File: src/rtl/pdsch_decoder_crc_pair_feeder.sv
// Serialises decoder words into 2-bit pairs (parity-flagged) for the CRC24 checker; pair out 1 cycle after select, done 2 cycles after last pair.
// Backpressure: o_word_rdy only when the holding register frees up in FEED; optional i_abort via PDSCH_CRC_FEED_ABORT_EN.
module pdsch_decoder_crc_pair_feeder #(
    parameter int DW      = 32,
    parameter int KW      = 14,
    parameter int CRC_LEN = 24
) (
    input  logic          i_sys_200_clk,
    input  logic          i_rstn,
    input  logic          i_cb_start,
    input  logic [KW-1:0] i_cb_len,
    input  logic [DW-1:0] i_word,
    input  logic          i_word_vld,
    output logic          o_word_rdy,
    output logic          o_crc_decode_start,
    output logic [1:0]    o_din,
    output logic          o_din_vld,
    output logic          o_parity_vld,
    input  logic          i_crc_status,
`ifdef PDSCH_CRC_FEED_ABORT_EN
    input  logic          i_abort,
`endif
    output logic          o_busy,
    output logic          o_cb_done,
    output logic          o_cb_crc_fail,
    output logic          o_len_err
);

    localparam int          PW        = (DW / 2 > 1) ? $clog2(DW / 2) : 1;
    localparam logic [PW-1:0] LAST_IDX  = PW'(DW / 2 - 1);
    localparam logic [KW-1:0] MIN_LEN   = KW'(CRC_LEN + 2);
    localparam logic [KW-1:0] PAR_PAIRS = KW'(CRC_LEN / 2);

    typedef enum logic [2:0] {IDLE, START, FEED, FLUSH, DONE} state_t;

    state_t        state, state_nxt;
    logic [DW-1:0] hold;
    logic          full;
    logic [PW-1:0] idx;
    logic [KW-1:0] pair_rem;
    logic          status;
    logic          fail;
    logic          abort;
    logic          len_ok;
    logic          emit;
    logic          last_rem;
    logic          word_end;
    logic          word_rdy;

`ifdef PDSCH_CRC_FEED_ABORT_EN
    assign abort = i_abort & (state != IDLE);
`else
    assign abort = 1'b0;
`endif

    assign len_ok   = ~i_cb_len[0] & (i_cb_len >= MIN_LEN);
    assign emit     = (state == FEED) & full & (pair_rem != '0);
    assign last_rem = (pair_rem == KW'(1));
    assign word_end = (idx == LAST_IDX);

    always_comb begin
        state_nxt = state;
        word_rdy  = 1'b0;
        case (state)
            IDLE:  if (i_cb_start && len_ok) state_nxt = START;
            START: state_nxt = FEED;
            FEED: begin
                if (pair_rem == '0) state_nxt = FLUSH;
                // Refill only while the block still needs bits, so no word straddles two blocks.
                word_rdy = (pair_rem != '0) & (~full | (word_end & ~last_rem));
            end
            FLUSH: state_nxt = DONE;
            DONE:  state_nxt = IDLE;
            default: state_nxt = IDLE;
        endcase
        if (abort) begin
            state_nxt = IDLE;
            word_rdy  = 1'b0;
        end
    end

    assign o_word_rdy         = word_rdy;
    assign o_crc_decode_start = (state == START);
    assign o_busy             = (state != IDLE);
    assign o_cb_done          = (state == DONE) & ~abort;
    assign o_cb_crc_fail      = o_cb_done ? status : fail;

    always_ff @(posedge i_sys_200_clk or negedge i_rstn) begin
        if (!i_rstn) state <= IDLE;
        else         state <= state_nxt;
    end

    always_ff @(posedge i_sys_200_clk or negedge i_rstn) begin
        if (!i_rstn) begin
            hold         <= '0;
            full         <= 1'b0;
            idx          <= '0;
            pair_rem     <= '0;
            o_din        <= 2'b00;
            o_din_vld    <= 1'b0;
            o_parity_vld <= 1'b0;
            status       <= 1'b0;
            fail         <= 1'b0;
            o_len_err    <= 1'b0;
        end else begin
            o_len_err    <= (state == IDLE) & i_cb_start & ~len_ok;
            o_din_vld    <= emit & ~abort;
            o_parity_vld <= emit & ~abort & (pair_rem <= PAR_PAIRS);
            if (emit) o_din <= hold[{idx, 1'b0} +: 2];

            if (state == IDLE && i_cb_start && len_ok) pair_rem <= i_cb_len >> 1;
            else if (emit)                             pair_rem <= pair_rem - KW'(1);

            if (state != FEED || abort) begin
                full <= 1'b0;
                idx  <= '0;
            end else if (i_word_vld && word_rdy) begin
                hold <= i_word;
                full <= 1'b1;
                idx  <= '0;
            end else if (emit) begin
                // Last pair of the block drops any unused upper bits of the word.
                if (word_end || last_rem) begin
                    full <= 1'b0;
                    idx  <= '0;
                end else begin
                    idx <= idx + PW'(1);
                end
            end

            if (state == FLUSH) status <= i_crc_status;
            if (o_cb_done)      fail   <= status;
        end
    end

endmodule

File: config.mk
export PLATFORM = sky130hd
export DESIGN_NAME = pdsch_decoder_crc_pair_feeder
export DESIGN_NICKNAME = d
export VERILOG_FILES = /design/src/rtl/pdsch_decoder_crc_pair_feeder.sv
export SDC_FILE = /design/constraint.sdc
export NUM_CORES = 1
export LEC_CHECK = 0
export ABC_AREA = 1
export CAP_MARGIN = 0
export CORE_ASPECT_RATIO = 1.75
export CORE_MARGIN = 2
export CORE_UTILIZATION = 39
export DETAILED_ROUTE_END_ITERATION = 10
export PLACE_DENSITY_LB_ADDON = 0.08
export SLEW_MARGIN = 10
export SYNTH_ARGS = -nofsm -noshare
export SYNTH_HDL_FRONTEND = slang
export SYNTH_SLANG_ARGS = --single-unit
File: constraint.sdc
create_clock -name i_sys_200_clk -period 2.3 [get_ports i_sys_200_clk]
set_input_delay 0.575 -clock i_sys_200_clk [delete_from_list [all_inputs] [get_ports i_sys_200_clk]]
set_output_delay 0.575 -clock i_sys_200_clk [all_outputs]
set_load 0.005 [all_outputs]
Yosys cells after proc, flatten, opt, wreduce, memory -nomap -nowiden
Cells that the tools add are included.
Widths: inputs -> output; s select.

word-level totals
  bits in registers = 61
  output and inout bits = 10
  word-level logic and storage cells = 69
  input port bits = 51

operators by class
  mux-type cells = 15
  shifts and indexed selects = 1
  bitwise operators = 14
  magnitude comparators = 2
  $add $sub $neg = 2
  equality and inequality tests = 9
  reductions and logical operators = 15

operators by type and width
  cell                   count
  $shiftx 32x6->2        1
  $mux 14                2
  $mux 4                 4
  $eq 14x1->1 const B    1
  $ge 14x5->1 const B    1
  $le 14x4->1 const B    1
  $logic_not 14->1       1
  $reduce_bool 14->1     1
  $sub 14x1->14 const B  1
  $pmux 3 s4             1
  $reduce_bool 3->1      3
  $and 1x1->1            8
  $eq 3x2->1 const B     2
  $mux 1                 6
  $mux 3                 2
  $reduce_and 2->1       3
  $not 1->1              5
  $add 4x1->4 const B    1
  $eq 4x4->1 const B     1
  $logic_and 1x1->1      4
  $eq 3x1->1 const B     1
  $eq 3x3->1 const B     1
  $logic_not 3->1        1
  $ne 3x2->1 const B     1
  other kinds (5)        5

Logic depth before layout (Yosys ltp)
Gate-level depths: netlist of run 1.

  depth in word-level cells = 9
  gate-level depth with buffers = 11
  gate-level depth less buffers = 10

Worst setup path before layout of run 1
Ideal clock, no wire load.

  path type = register -> output
  start = register pair_rem[0]
  end = output o_word_rdy
  path slack = 518 ps
  data arrival time = 1207 ps
  data required time = 1725 ps
  path buffers = 0
  cell stages (with the launch flop) = 8
  path through = dfrtp_1 -> inv_1 -> ha_1 -> inv_1 -> nor2_1 -> a21oi_4 -> inv_1 -> a21oi_1

on the way
  cells in the longest elaborated chain, start to end = 6
  elaborated cells between the ends (all ways) = 7

RTL lines
  what                      RTL line  source
  start: declaration        40        logic [KW-1:0] pair_rem;
  start signal: assignment  111       if (state == IDLE && i_cb_start && len_ok) pair_rem <= i_cb_len >> 1;
  start signal: assignment  112       else if (emit) pair_rem <= pair_rem - KW'(1);
  $eq 14x1->1               58        assign last_rem = (pair_rem == KW'(1));
  $not 1->1                 70        word_rdy = (pair_rem != '0) & (~full | (word_end & ~last_rem));
  $and 1x1->1               70
  $or 1x1->1                70
  $and 1x1->1 (*)           70
  $mux 1 (*)                64        case (state)
  end: declaration          14        output logic o_word_rdy,

Every way passes the cells marked *; elsewhere a longest branch is shown, timed or not.

Final worst setup path of run 1
  start = register state[1]
  end = output o_cb_done

on the way
  cells in the longest elaborated chain, start to end = 1

RTL lines
  what                      RTL line  source
  start: declaration        36        state_t state, state_nxt;
  start signal: assignment  90        else state <= state_nxt;
  $eq 3x3->1                85        assign o_cb_done = (state == DONE) & ~abort;
  end: declaration          24        output logic o_cb_done,

No other way between the ends.

==> impl_metrics.py, run 1 <==
metrics = {
    "routing": {
        "wl_met3_um": 257,
        "antenna_left": 0,
        "drt_iter0_drc": 181,
        "viasPerCell": 4.909,
        "wl_met1_um": 3222,
        "drc": 0,
        "wl_met2_um": 4672,
        "routed_wl_um": 8390,
        "vias": 2970,
        "drt_pass1_iterations": 4,
        "wl_per_cell_um": 13.87,
        "highest_layer": "met4",
    },
    "run": {
        "drv_cap": 0,
    },
    "floorplan": {
        "num_io_pins": 61,
        "dieArea_mm2": 0.009311,
        "num_rows": 44,
        "start_util_pct": 40.01,
        "core-area_mm2": 0.008313,
        "die_h_um": 126.2,
        "die_w_um": 73.81,
    },
    "worst_setup_path": {
        "cp_data_required_time_ns": 1.73,
        "cp.depth": 3,
        "cp_cell_sequence": "nor3_4, buf_4, clkdlybuf4s50_1",
        "critPathLaunchType": "register",
        "cp.arrival_ns": 1.62,
        "path_class": "reg -> out",
        "end_kind": "output pin",
        "r2r_cells": 11,
        "max_stage_delay_ns": 0.48,
        "path_buf_inv": 2,
        "path_max_fanout": 6,
        "crit_family": "buffers and inverters",
        "critPathSlowestCell": "clkdlybuf4s50_1",
    },
    "cells_and_area": {
        "utilization_pct": 53.87,
        "nFillCells": 811,
        "finalNetCount": 540,
        "drive_gt1_share_pct": 12.04,
        "diodes": 0,
        "syn_to_final_growth_pct": 34.65,
        "instances_no_fill": 605,
    },
    "status": {
        "status": "finished clean",
    },
    "sta": {
        "setup-violations-final": 0,
        "worst_hold_slack_ns": 0.2029,
        "rsz0062_at_grt": "false",
        "fin_crit_ns": 2.193,
        "finalCritPeriodShare_pct": 95.35,
        "tightest_slew_ns": 0.5060,
        "finalMaxSlewViolations": 0,
        "hold_viol": 0,
        "slew_headroom_pct": 66.27,
        "fin_worst_skew_ns": 0.003510,
        "clock.fmax_mhz": 456.0,
        "tns_ns": 0,
    },
    "grt": {
        "grt_pass1_wl_um": 14210,
        "grt_usage_pct": 20.05,
        "grt_max_degree": 66,
        "grt_pass1_vias": 3027,
        "antenna_found_initial": 0,
        "grt-ovfl-total": 0,
    },
    "cts": {
        "cts_hold_buf": 0,
        "clock_path_buffers": 2,
        "root_buffer": "clkbuf_16",
        "htreeDepth": 3,
        "cts.sinks": 61,
        "cts_buffers": 9,
        "tritoncts": "done",
        "clk_latency_ns": 0.34,
        "path_clk_slew_ns": 0.05,
    },
    "min_path": {
        "hold_path_class": "in -> async",
    },
    "synth": {
        "yosys_warnings": 0,
        "synthesis.area_mm2": 0.003326,
        "synthTopCellsByArea": "dfrtp_1 46%, nand2_1 7.9%, inv_1 6.1%",
        "synth_top_area_share_pct": 45.90,
        "syn_area_per_cell_um2": 7.956,
        "ys_ff_latch": 61,
        "yosysSeqAreaShare_pct": 45.90,
        "yosysTopAreaCell": "dfrtp_1",
        "syn_nets": 473,
        "yosysUniqueCellTypes": 34,
        "synth_cells": 418,
    },
    "power_and_ir_drop": {
        "p_leak_nw": 2.091,
        "power_density_mw_per_mm2": 1185,
        "finalPower_w": 0.005308,
        "irDropWorstVdd_mv": 0.7595,
    },
    "placement": {
        "place_inst": 587,
        "hpwl_um": 6148,
        "port_buffers": 60,
        "gp_congestion": 0.8727,
    },
}
-- final timing paths --
check / from / to / slack (ns)
max reg2reg: pair_rem[0] / pair_rem[7] / 0.30
max in group asynchronous: i_rstn / hold[8] / 1.49
min in group i_sys_200_clk: hold[11] / hold[11] / 0.48
max: state[1] / o_cb_done / 0.11
min reg2reg: hold[11] / hold[11] / 0.48
min: i_rstn / o_parity_vld / 0.20
-- timing repair --
| action | 4_1_cts | 5_1_grt |
|---|---|---|
| resized for setup | 9 | 6 |
| setup endpoints to repair | 2 | 3 |
| pin swaps | 1 | 1 |
| buffers inserted | 2 | 0 |
| endpoints found under the hold margin | 0 | 0 |
-- sequential cells by signal (all words and copies together), names as in the netlist, 2 cells and up --
signal	flops
hold	32
pair_rem	14
idx	4
state	3
o_din	2
-- cells in the final DEF (no fill, tap or decap), types with 6 or more instances in the layout --
cell type,n
a21oi_1,8
a21oi_2,6
buf_4,13
clkbuf_16,9
clkdlybuf4s50_1,57
dfrtp_1,60
inv_1,54
nand2_1,70
nand3_1,35
nand4_1,20
nor2_1,43
nor2_2,8
o21ai_0,20
o21ai_1,30
xnor2_1,6
xor2_1,6
-- power breakdown --
part / internal, W / switching (W)
sequential: 0.00152 / 0.000328
clock: 0.00116 / 0.000491
combinational: 0.000801 / 0.00101
-- per-layer routing --
| layer | global-route usage, % | vias up |
|---|---|---|
| met2 | 35.98 | 58 |
| met5 | 0 | - |
| met1 | 21.55 | 1381 |
| met4 | 10.16 | 0 |
| met3 | 3.600 | 19 |
| li1 | - | 1512 |
-- stage by stage --
stage | cell area, um2 | setup slack, ns
CTS | 4467 | 0.01882
finish | 4478 | 0.1069
floorplan | 3326 | 0.5179
global route | 4478 | 0.01812
detailed placement | 4071 | 0.04214
global placement | 4071 | 0.07469
-- cells by family after synthesis --
logic type / share of synthesized area [%]
AOI/OAI and AO/OA: 13.06
xor gates and xnor gates: 3.160
adders and majority gates: 1.505
buffers and inverters: 9.706
DFF: 45.90
muxes: 0.3386
and+or+nand+nor: 26.34
-- Yosys cell counts (all sizes together) --
library cell,instances
nand2,72
nand3,37
clkbuf,7
xnor2,6
buf,12
nand3b,2
inv,55
nor2,53
nor4,2
dfrtp,61
nor3,3
a21oi,15
o22ai,4
mux2,1
o211ai,5
ha,4
o2111ai,1
or2,1
nand4,20
xor2,6
o21ai,50
a21boi,1
-- cell type report --
cell class | instances | area, um2 | area share [%]
Clock inverter | 7 | 137.6 | 3.073
Sequential cell | 61 | 1528 | 34.12
Tap cell | 115 | 143.9 | 3.213
Multi-Input combinational cell | 283 | 1510 | 33.72
Inverter | 55 | 206.4 | 4.610
Timing Repair Buffer | 75 | 726.9 | 16.23
Clock buffer | 9 | 225.2 | 5.029
-- worst register-to-register path, cell delays in order (launching register included) --
cell     delay [ns]
dfrtp_1        0.37
inv_1          0.07
ha_1           0.22
inv_1          0.07
nor2_2         0.05
a21oi_4        0.14
buf_4          0.15
nand2_4        0.15
inv_2          0.36
nand2_1        0.11
nand3_1        0.10
nand3_1        0.09
(Power assumes the default switching activity.)
==> run 2: changes to the inputs <==
- CORE_MARGIN: 2 -> 4
==> impl_metrics.py, run 2 (synthesis gave the netlist of run 1 again) <==
metrics = {
    "status": {
        "status": "finished clean",
    },
    "floorplan": {
        "num_io_pins": 61,
        "core-area_mm2": 0.008313,
        "die_w_um": 77.81,
        "num_rows": 44,
        "die_h_um": 130.2,
        "start_util_pct": 40.01,
        "dieArea_mm2": 0.01013,
    },
    "sta": {
        "fin_crit_ns": 2.215,
        "finalMaxSlewViolations": 0,
        "fin_worst_skew_ns": 0.005957,
        "finalWorstSetupSlack_ns": 0.08451,
        "finalCritPeriodShare_pct": 96.33,
        "tightest_slew_ns": 0.5060,
        "clock.fmax_mhz": 451.4,
        "slew_headroom_pct": 65.95,
        "tns_ns": 0,
        "setup-violations-final": 0,
        "hold_viol": 0,
        "rsz0062_at_grt": "false",
    },
    "routing": {
        "vias": 2991,
        "drc": 0,
        "drt_pass1_iterations": 4,
        "viasPerCell": 4.944,
        "antenna_left": 0,
        "routed_wl_um": 8536,
        "wl_per_cell_um": 14.11,
        "drt_iter0_drc": 132,
    },
    "cells_and_area": {
        "register_area_mm2": 0.001528,
        "diodes": 0,
        "largest-register": "hold",
        "reg_top3": "hold x32, pair_rem x14, idx x4",
        "instances_no_fill": 605,
        "mostFrequentLayoutCell": "nand2_1",
        "nFillCells": 800,
        "largest_register_ffs": 32,
        "syn_to_final_growth_pct": 33.60,
        "finalNetCount": 542,
        "layout_common_cells": "69 x nand2_1, 60 x dfrtp_1, 57 x clkdlybuf4s50_1, 53 x inv_1, 43 x nor2_1",
        "drive_gt1_share_pct": 12.04,
        "multi_input_area_mm2": 0.001524,
    },
    "worst_setup_path": {
        "path_buf_inv": 2,
        "path_max_fanout": 3,
        "cp.depth": 8,
        "max_stage_delay_ns": 0.38,
        "worstReg2RegStart": "pair_rem[0]",
        "cpMostUsedCell": "nand2_1",
        "critPathLaunchType": "register",
        "end_kind": "output pin",
        "rrSetupSlack_ns": 0.40,
        "cp_data_required_time_ns": 1.73,
        "cp_cell_sequence": "buf_4, ha_1, nand2_1, nor2_1, nand2_1, nand2_1, a21oi_2, clkdlybuf4s15_1",
        "r2r-end": "hold[10]",
        "critPathSlowestCell": "dfrtp_1",
        "cp.arrival_ns": 1.64,
        "r2r_cells": 11,
        "path_class": "reg -> out",
        "crit_family": "flip-flops",
    },
    "power_and_ir_drop": {
        "power_density_mw_per_mm2": 1127,
        "finalPower_w": 0.005008,
        "irDropWorstVdd_mv": 0.5504,
        "p_leak_nw": 2.069,
    },
    "grt": {
        "grt-ovfl-total": 0,
        "grt_pass1_wl_um": 13900,
        "grt_max_degree": 62,
        "grt_usage_pct": 17.78,
        "grt_pass1_vias": 2944,
        "antenna_found_initial": 0,
    },
    "placement": {
        "port_buffers": 60,
        "hpwl_um": 6263,
        "place_inst": 588,
        "gp_congestion": 0.9433,
        "dp_slack_ns": 0.04239,
    },
    "cts": {
        "tritoncts": "done",
        "root_buffer": "clkbuf_16",
        "cts_hold_buf": 0,
        "cts_buffers": 9,
        "cts.sinks": 61,
        "htreeDepth": 3,
        "clock_path_buffers": 2,
        "path_clk_slew_ns": 0.05,
        "clk_latency_ns": 0.32,
    },
    "min_path": {
        "hold_path_class": "in -> async",
    },
    "run": {
        "drv_cap": 0,
    },
}
==> run 2: power by group <==
part / leakage [nW] / internal, W / total (W) / switching, W
logic: 1.17 / 0.000853 / 0.00187 / 0.00102
registers: 0.761 / 0.00152 / 0.00185 / 0.000328
clock network: 0.139 / 0.000853 / 0.00129 / 0.000434
total: 2.07 / 0.00323 / 0.00501 / 0.00178
==> run 2: area by class of cell <==
cell class | instances | share of cell area [%]
clock buffer | 12 | 5.548
multi-input combinational | 283 | 34.30
inverter | 55 | 4.647
clock inverter | 2 | 0.7885
tap | 115 | 3.239
timing repair buffer | 77 | 17.09
sequential | 61 | 34.38
==> run 2: worst register-to-register path, delay by kind of cell (launching register included) <==
family | cells | cell delay, ns
flops | 1 | 0.38
buf+inv | 2 | 0.42
simple gates | 7 | 0.75
compound gates | 1 | 0.04
fa+ha+maj | 1 | 0.18
==> run 2: how the worst max path moves through the flow <==
| stage | to | start | slack (ns) |
|---|---|---|---|
| after floorplan | o_word_rdy | pair_rem[0] | 0.52 |
| after global placement | o_word_rdy | pair_rem[0] | 0.07 |
| after detailed placement | o_word_rdy | pair_rem[0] | 0.04 |
| after CTS | o_word_rdy | pair_rem[10] | 0.007 |
| after global routing | o_word_rdy | pair_rem[0] | 0.002 |
| final | o_word_rdy | pair_rem[0] | 0.08 |
==> run 2: per-stage QoR <==
stage | hold WS [ns] | util, % | area (um2)
2_1_floorplan | 0.2794 | - | 3326
3_3_place_gp | 0.4660 | 49.22 | 4091
3_5_place_dp | 0.4681 | 49.22 | 4091
4_1_cts | 0.2761 | 53.04 | 4409
5_1_grt | 0.2836 | 53.45 | 4443
6_report | 0.2490 | 53.45 | 4443
==> run 2: timing repair <==
| action | CTS | global route |
|---|---|---|
| endpoints found under the hold margin | 0 | 0 |
| pin swaps | 1 | 2 |
| endpoints found under the setup margin | 2 | 2 |
| cloned | 0 | 0 |
| gates resized for setup | 7 | 11 |
| buffers inserted | 3 | 0 |
==> run 2: per-layer routing <==
layer,vias to the layer above,global-route usage (%),wire (um)
li1,1506,-,-
met1,1382,18.61,3321
met2,76,32.83,4536
met3,27,3.246,326
met4,0,10.38,352
met5,-,0,0
==> run 3: changes to the inputs <==
- CORE_ASPECT_RATIO: 1.75 -> default
- CORE_UTILIZATION: 39 -> 35
- CTS_CLUSTER_DIAMETER: default -> 80
==> impl_metrics.py, run 3 (synthesis gave the netlist of run 1 again) <==
metrics = {
    "status": {
        "status": "finished clean",
    },
    "cells_and_area": {
        "drive_gt1_share_pct": 12.83,
        "reg_top3": "hold x32, pair_rem x14, idx x4",
        "syn_to_final_growth_pct": 30.59,
        "diodes": 0,
        "largest_register_ffs": 32,
        "instances_no_fill": 620,
        "mostFrequentLayoutCell": "nand2_1",
        "layout_common_cells": "69 x nand2_1, 59 x dfrtp_1, 56 x clkdlybuf4s50_1, 53 x inv_1, 43 x nor2_1",
        "nFillCells": 953,
        "largest-register": "hold",
        "finalNetCount": 543,
    },
    "grt": {
        "antenna_found_initial": 0,
        "grt_pass1_wl_um": 13880,
        "grt_pass1_vias": 2909,
        "grt-ovfl-total": 0,
        "grt_max_degree": 62,
        "grt_usage_pct": 15.30,
    },
    "routing": {
        "drt_pass1_iterations": 4,
        "wl_met3_um": 368,
        "vias": 2942,
        "drt_iter0_drc": 106,
        "viasPerCell": 4.745,
        "wl_per_cell_um": 12.97,
        "antenna_left": 0,
        "routed_wl_um": 8043,
        "wl_met2_um": 3638,
        "drc": 0,
        "wl_met1_um": 3955,
        "highest_layer": "met4",
    },
    "floorplan": {
        "core-area_mm2": 0.009240,
        "num_io_pins": 61,
        "num_rows": 35,
        "die_h_um": 105.5,
        "dieArea_mm2": 0.01113,
        "die_w_um": 105.5,
        "start_util_pct": 35.99,
    },
    "sta": {
        "finalMaxSlewViolations": 0,
        "rsz0062_at_grt": "false",
        "tightest_slew_ns": 0.4491,
        "hold_viol": 0,
        "fin_worst_skew_ns": 0.005046,
        "slew_headroom_pct": 70.03,
        "clock.fmax_mhz": 455.7,
        "fin_crit_ns": 2.195,
        "setup-violations-final": 0,
        "finalCritPeriodShare_pct": 95.42,
        "tns_ns": 0,
    },
    "cts": {
        "tritoncts": "done",
        "root_buffer": "clkbuf_8",
        "htreeDepth": 3,
        "clock_path_buffers": 2,
        "clk_latency_ns": 0.34,
        "path_clk_slew_ns": 0.07,
        "cts_buffers": 9,
        "cts_hold_buf": 0,
        "cts.sinks": 61,
    },
    "placement": {
        "gp_congestion": 0.7570,
        "place_inst": 602,
        "port_buffers": 60,
        "hpwl_um": 5622,
    },
    "worst_setup_path": {
        "path_max_fanout": 3,
        "rrSetupSlack_ns": 0.38,
        "cp_data_required_time_ns": 1.73,
        "path_class": "reg -> out",
        "end_kind": "output pin",
        "critPathLaunchType": "register",
        "cp.arrival_ns": 1.62,
    },
    "power_and_ir_drop": {
        "power_frac_clock_pct": 20.1,
        "p_switching_w": 0.001749,
        "finalPower_w": 0.004625,
        "combPwrFrac_pct": 39.5,
        "p_leak_nw": 2.024,
        "netSwitchingFraction_pct": 37.82,
        "irDropWorstVdd_mv": 0.4439,
        "p_seq_share_pct": 40.4,
        "p_int_w": 0.002875,
        "power_density_mw_per_mm2": 1065,
    },
    "min_path": {
        "hold_path_class": "in -> async",
    },
    "run": {
        "drv_cap": 0,
    },
}
-- run 3: final cells by class --
class	count	area (um2)	share of cell area (%)
Clock inverter	2	35.03	0.8067
Sequential cell	61	1529	35.21
Tap cell	129	161.4	3.717
Timing Repair Buffer	78	747.0	17.20
Clock buffer	12	145.1	3.342
Inverter	55	206.4	4.754
Multi-Input combinational cell	283	1519	34.98
-- run 3: worst paths after layout --
check	start	endpoint	depth (start not counted)
max	state[0]	o_cb_crc_fail	3
min	i_rstn	hold[2]	2
max reg2reg	pair_rem[1]	pair_rem[5]	11
min reg2reg	hold[19]	hold[19]	2
max in group asynchronous	i_rstn	state[0]	2
min in group i_sys_200_clk	hold[19]	hold[19]	2
-- run 3: power groups by stage --
stage	clock network, W	logic [W]	registers, W
after floorplan	0	0.00124	0.00176
after global placement	0	0.00176	0.00185
after detailed placement	0	0.00178	0.00185
after CTS	0.000961	0.00182	0.00184
after global routing	0.00101	0.00209	0.00194
final	0.000931	0.00183	0.00187
-- run 3: routing by layer --
layer	global-route usage, %	vias up
met5	0	-
met4	3.655	0
met3	4.287	7
met2	24.18	56
met1	20.76	1366
li1	-	1513
-- run 3: metrics by stage --
step	worst slack [ns]	cell area (um2)	utilization [%]	hold WS, ns
final	0.1054	4343	47.00	0.2256
after global routing	0.006013	4343	47.00	0.2705
after CTS	0.01277	4314	46.69	0.2568
after detailed placement	0.08883	4096	44.33	0.4691
after global placement	0.09256	4096	44.33	0.4673
after floorplan	0.5179	3326	-	0.2794
-- run 3: timing repair --
action / in CTS / in global routing
resized for setup: 10 / 12
endpoints found under the setup margin: 2 / 2
endpoints found under the hold margin: 0 / 0
buffers inserted: 3 / 1
pin swaps: 1 / 3
-- run 3: worst max-delay path, stage by stage, from the launching register on --
cell and delay (ns):
dfrtp_1 0.42, nor3_2 0.27, mux2_4 0.33, dlygate4sd2_1 0.26
